## src/rtl/serial_config_shifter.sv

```systemverilog
// Shifts thirteen configuration bytes out to the ASIC config chain (sck/sda/scapt)
// and re-sends a full frame whenever the register bank differs from the last frame sent.
module serial_config_shifter #(
  parameter int CLKDIV     = 4,
  parameter int RST_CYCLES = 16
) (
  input  logic       sysclk,
  input  logic       rst,
  input  logic [7:0] myReg1,
  input  logic [7:0] myReg2,
  input  logic [7:0] myReg3,
  input  logic [7:0] myReg4,
  input  logic [7:0] myReg5,
  input  logic [7:0] myReg6,
  input  logic [7:0] myReg7,
  input  logic [7:0] myReg8,
  input  logic [7:0] myReg9,
  input  logic [7:0] myReg10,
  input  logic [7:0] myReg11,
  input  logic [7:0] myReg12,
  input  logic [7:0] myReg13,
  output logic       sck,
  output logic       sda,
  output logic       scapt,
  output logic       reset
);

  localparam int FRAME_BITS = 104;
  localparam int CNT_MAX    = (2 * CLKDIV > RST_CYCLES) ? 2 * CLKDIV : RST_CYCLES;
  localparam int CW         = $clog2(CNT_MAX + 1);

  localparam logic [CW-1:0] HALF_LAST = CW'(CLKDIV - 1);
  localparam logic [CW-1:0] CAPT_LAST = CW'(2 * CLKDIV - 1);
  localparam logic [CW-1:0] HOLD_LAST = CW'(RST_CYCLES - 1);

  typedef enum logic [2:0] {
    RESET_HOLD,
    IDLE,
    LOAD,
    SHIFT_LO,
    SHIFT_HI,
    CAPTURE
  } stateType;

  logic [7:0]            regBytes [13];
  logic [FRAME_BITS-1:0] frameIn;

  always_comb begin
    regBytes[0]  = myReg1;
    regBytes[1]  = myReg2;
    regBytes[2]  = myReg3;
    regBytes[3]  = myReg4;
    regBytes[4]  = myReg5;
    regBytes[5]  = myReg6;
    regBytes[6]  = myReg7;
    regBytes[7]  = myReg8;
    regBytes[8]  = myReg9;
    regBytes[9]  = myReg10;
    regBytes[10] = myReg11;
    regBytes[11] = myReg12;
    regBytes[12] = myReg13;
  end

  // myReg13 lands in the top byte so it is shifted out first.
  genvar gi;
  generate
    for (gi = 0; gi < 13; gi++) begin : g_pack
      assign frameIn[gi*8 +: 8] = regBytes[gi];
    end
  endgenerate

  stateType              stateReg, stateNext;
  logic [CW-1:0]         cntReg, cntNext;
  logic [6:0]            bitCntReg, bitCntNext;
  logic [FRAME_BITS-2:0] restReg, restNext;
  logic [FRAME_BITS-1:0] snapshotReg, snapshotNext;
  logic                  sckReg, sckNext;
  logic                  sdaReg, sdaNext;
  logic                  scaptReg, scaptNext;
  logic                  resetReg, resetNext;

  // sdaReg holds the bit currently on the wire; restReg holds the bits still to follow.
  always_comb begin
    stateNext    = stateReg;
    cntNext      = cntReg;
    bitCntNext   = bitCntReg;
    restNext     = restReg;
    snapshotNext = snapshotReg;
    sckNext      = sckReg;
    sdaNext      = sdaReg;
    scaptNext    = scaptReg;
    resetNext    = resetReg;
    case (stateReg)
      RESET_HOLD: begin
        if (cntReg == HOLD_LAST) begin
          resetNext = 1'b0;
          cntNext   = '0;
          stateNext = LOAD;
        end else begin
          cntNext = cntReg + CW'(1);
        end
      end
      IDLE: begin
        if (frameIn != snapshotReg) stateNext = LOAD;
      end
      LOAD: begin
        snapshotNext = frameIn;
        sdaNext      = frameIn[FRAME_BITS-1];
        restNext     = frameIn[FRAME_BITS-2:0];
        bitCntNext   = 7'(FRAME_BITS - 1);
        cntNext      = '0;
        sckNext      = 1'b0;
        stateNext    = SHIFT_LO;
      end
      SHIFT_LO: begin
        if (cntReg == HALF_LAST) begin
          cntNext   = '0;
          sckNext   = 1'b1;
          stateNext = SHIFT_HI;
        end else begin
          cntNext = cntReg + CW'(1);
        end
      end
      SHIFT_HI: begin
        if (cntReg == HALF_LAST) begin
          cntNext = '0;
          sckNext = 1'b0;
          if (bitCntReg == 7'd0) begin
            sdaNext   = 1'b0;
            scaptNext = 1'b1;
            stateNext = CAPTURE;
          end else begin
            bitCntNext = bitCntReg - 7'd1;
            sdaNext    = restReg[FRAME_BITS-2];
            restNext   = {restReg[FRAME_BITS-3:0], 1'b0};
            stateNext  = SHIFT_LO;
          end
        end else begin
          cntNext = cntReg + CW'(1);
        end
      end
      CAPTURE: begin
        if (cntReg == CAPT_LAST) begin
          cntNext   = '0;
          scaptNext = 1'b0;
          stateNext = IDLE;
        end else begin
          cntNext = cntReg + CW'(1);
        end
      end
      default: stateNext = RESET_HOLD;
    endcase
  end

  always_ff @(posedge sysclk or negedge rst) begin
    if (!rst) begin
      stateReg    <= RESET_HOLD;
      cntReg      <= '0;
      bitCntReg   <= '0;
      restReg     <= '0;
      snapshotReg <= '0;
      sckReg      <= 1'b0;
      sdaReg      <= 1'b0;
      scaptReg    <= 1'b0;
      resetReg    <= 1'b1;
    end else begin
      stateReg    <= stateNext;
      cntReg      <= cntNext;
      bitCntReg   <= bitCntNext;
      restReg     <= restNext;
      snapshotReg <= snapshotNext;
      sckReg      <= sckNext;
      sdaReg      <= sdaNext;
      scaptReg    <= scaptNext;
      resetReg    <= resetNext;
    end
  end

  assign sck   = sckReg;
  assign sda   = sdaReg;
  assign scapt = scaptReg;
  assign reset = resetReg;

endmodule

```

## config.mk

```make
export PLATFORM = sky130hd
export DESIGN_NAME = serial_config_shifter
export DESIGN_NICKNAME = d
export VERILOG_FILES = /design/src/rtl/serial_config_shifter.sv
export SDC_FILE = /design/constraint.sdc
export NUM_CORES = 1
export LEC_CHECK = 0
export ABC_CLOCK_PERIOD_IN_PS = 3800
export CAP_MARGIN = 40
export CORE_ASPECT_RATIO = 1.2
export CORE_MARGIN = 3
export CORE_UTILIZATION = 60
export CTS_CLUSTER_SIZE = 24
export DETAILED_ROUTE_END_ITERATION = 6
export GPL_TIMING_DRIVEN = 0
export PLACE_DENSITY = 0.89
export RECOVER_POWER = 25
export SYNTH_ARGS = -nofsm -noshare
export SYNTH_HDL_FRONTEND = slang
export SYNTH_SLANG_ARGS = --single-unit
```

## constraint.sdc

```tcl
create_clock -name sysclk -period 3.8 [get_ports sysclk]
set_input_delay 0.76 -clock sysclk [delete_from_list [all_inputs] [get_ports sysclk]]
set_output_delay 0.76 -clock sysclk [all_outputs]
set_load 0.03 [all_outputs]
```

==> summary.md <==
| Metric | Value |
|---|---|
| Top post-synthesis cells by count | 386 x nand2_1, 225 x dfrtp_1, 108 x xor2_1 |
| Inst Count DP | 1484 |
| Grt met3 use | 5.44% |
| Sequential cell area fraction in the yosys report | about 53% |
| Post-route ant nets | 0 |
| Initial antenna violation count | 0 |
| Met2 usage | 49.2% |
| GRT Util Overall | 30.6% |
| Max clock buf depth | 3 |
| # IOs | 110 |
| H-tree depth | 1 |
| Final Non-Filler Cells | 1525 |
| Reg2reg path depth | 6 |
| Core area | 17100 sq um |
| Largest net degree at the start of global routing | 122 |
| Max IR drop VDD | 0.000331 V |
| Antenna cell count | 0 |
| Detailed-route via count | 9032 |
| Post-cts sizing count | 0 |
| Post-synthesis cell count | 1158 |
| Vias in the first global route | slightly above 9k |
| Grt ovf | 0 |
| RSZ-0062 raised after global routing | no |
| FFs w/ async S/R, synth | 100% |
| Count leader, synth | nand2_1 |
| Critical path type | input pin to register |
| Fmax achieved | 375 MHz |
| Met1 Track Usage GR | 39.1% |
| Starting Density | roughly 62% |
| Global-route wire length before repair | 47.4 mm |
| Status | finished, violations left |
| DR pass1 iterations | 5 |
| CTS Hold Buffers Added | 0 |
| Slew Limit Fails | 106 |
| Post-synth top flop | dfrtp_1 |
| DR iter-0 viols | slightly above 1k |
| Wirelength per Cell | 19.6 um |
| # fillers | 1105 |
| DRC | 0 |
| WP data arrival | 3080 ps |
| Worst Path Max Fanout | 3 |
| Post-synthesis area per instance | around 9.2 sq um |
| Synth warnings | 0 |
| TritonCTS clock tree | done |
| Die W | roughly 130 um |
| Min Tclk post-route | 2670 ps |
| Slew @ Worst Pin | 2650 ps |
| Final Net Count | around 1.4k |
| Max_slew headroom | -76.8% |
| GRT busiest layer | met2 |
| PortBufs | ~110 |
| Wirelength, routed | 29.9 mm |
| Tcrit/Tclk final | 70.1% |
| Ranking of synthesized cells by area | dfrtp_1 53%, nand2_1 14%, xor2_1 8.9%, mux2i_1 5.6%, nor2_1 3.5% |
| Pwr dens | 442 nW/um^2 |
| Violations in the final reports | max-capacitance violations, max-slew violations |
| Hold Crit Depth | 1 |
| Setup-failing EPs final | 0 |
| Crit path capture type | register |
| Worst setup SP type | input pin |
| Worst min path class | register to register |
| Post-Route Skew | 14.9 ps |
| Sum Neg Setup Slack | 0 ps |
| Post-CTS setup buffer count | 0 |
| CTS Buf Count | 23 |
| Die area | about 19000 sq um |
| Final RePlAce weighted congestion | approximately 0.94 |
| Cell Area, Synth | 10600 sq um |
| Share of cells above drive strength 1 | under 10% |
| Vias per inst | 5.92 |
| Number of synthesized register bits | 226 |
| Worst path required time | 4220 ps |
| Leak | between 0.006 and 0.007 uW |
| Worst-skew pair later-pin latency | 510 ps |
| CTS sink cnt | 226 |
| Number of core rows | 52 |
| Area share of the largest cell type after synthesis | 52.9% |
| Area grow syn2layout | 21.3% |
| CTS Root Cell | clkbuf_16 |
| Synth Net Count | 1269 |
| Maxcap violations | 1 |
| Endpoints failing hold | 0 |
| Synth cell types | 40 |
| CTS clk-pin slew, worst paths | roughly 70 ps |
| Post-synth EDFFs | 0 |
| Cell taking the most area after synthesis | dfrtp_1 |
| DP HPWL | 20.4 mm |
| Die H | 152 um |
## metal layers
layer / vias to the layer above / part of all wire, %
met5: - / 0
met4: 0 / 6.5
met3: 121 / 8.1
met2: 477 / 47
met1: 4352 / 38
li1: 4082 / -
## flip-flops by register name, indices dropped and copies added (netlist names)
name / count
snapshotReg: 104
restReg: 103
bitCntReg: 7
cntReg: 5
stateReg: 3
reset: 1
scapt: 1
sck: 1
sda: 1
## stage by stage
step	setup slack [ps]	instance area (sq um)	hold slack, ps	power (uW)	util, %
6_report	1130	12900	471	5710	75.4
5_1_grt	717	12900	484	5870	75.4
4_1_cts	1220	12900	333	5700	75.5
3_5_place_dp	751	12000	453	3080	70.3
3_3_place_gp	-7550	12000	450	3070	70.1
2_1_floorplan	1880	10600	447	2780	-
## cell usage in the layout, fill, tap and decap left out, types with 2 or more instances in the layout
cell type	instances
a21o_1	2
a21oi_1	6
a21oi_2	2
a22oi_1	4
a31oi_1	2
buf_2	28
buf_4	5
buf_6	2
bufinv_16	7
clkbuf_1	30
clkbuf_16	23
clkbuf_8	5
clkdlybuf4s50_1	108
clkinvlp_4	2
dfrtp_1	225
ha_1	5
inv_1	10
mux2i_1	60
nand2_1	386
nand2b_1	3
nand3_1	12
nand4_1	6
nor2_1	99
nor3_1	5
nor3b_1	2
nor4_1	26
o21ai_0	38
o21ai_1	30
o22ai_1	49
o31a_1	2
xor2_1	108
## critical path: stages
cell             delay (ps)
clkdlybuf4s50_1         510
xor2_1                  200
nor4_1                  570
nand4_1                 190
nor4_1                  430
a21o_1                  210
mux2i_1                 210
## power by group
part | leakage [uW] | internal, uW | switching (uW)
sequential | 0.00265 | 2520 | 73.4
combinational | 0.00318 | 201 | 264
clock | 0.000426 | 1680 | 967
total | 0.00625 | 4400 | 1300
## final timing paths
kind | start | to | slack [ps]
max | myReg13[4] | stateReg[0] | 1130
min | reset | reset | 470
max reg2reg | stateReg[0] | bitCntReg[2] | 1150
min reg2reg | reset | reset | 470
max in group asynchronous | rst | restReg[19] | 1170
min in group asynchronous | rst | restReg[59] | 1060
## area by class of cell
| class | instances | area (sq um) | area share (%) |
|---|---|---|---|
| flip-flops and latches | 226 | 5660 | 43.8 |
| multi-input cells | 859 | 4640 | 35.9 |
| repair buffers | 110 | 1110 | 8.63 |
| clock buffers | 31 | 656 | 5.08 |
| plain buffers | 62 | 302 | 2.34 |
| well taps | 216 | 270 | 2.09 |
| clock inverters | 10 | 230 | 1.78 |
| inverters | 11 | 41.3 | 0.320 |
## cells by family after synthesis
group	Yosys count	share of synthesized area, %
muxes	60	5.65
DFF	226	53.2
adders and majority gates	5	0.588
xor gates and xnor gates	108	8.89
and+or+nand+nor	545	20.8
AOI/OAI and AO/OA	141	7.71
buffers and inverters	73	3.22
(Power assumes the default switching activity.)
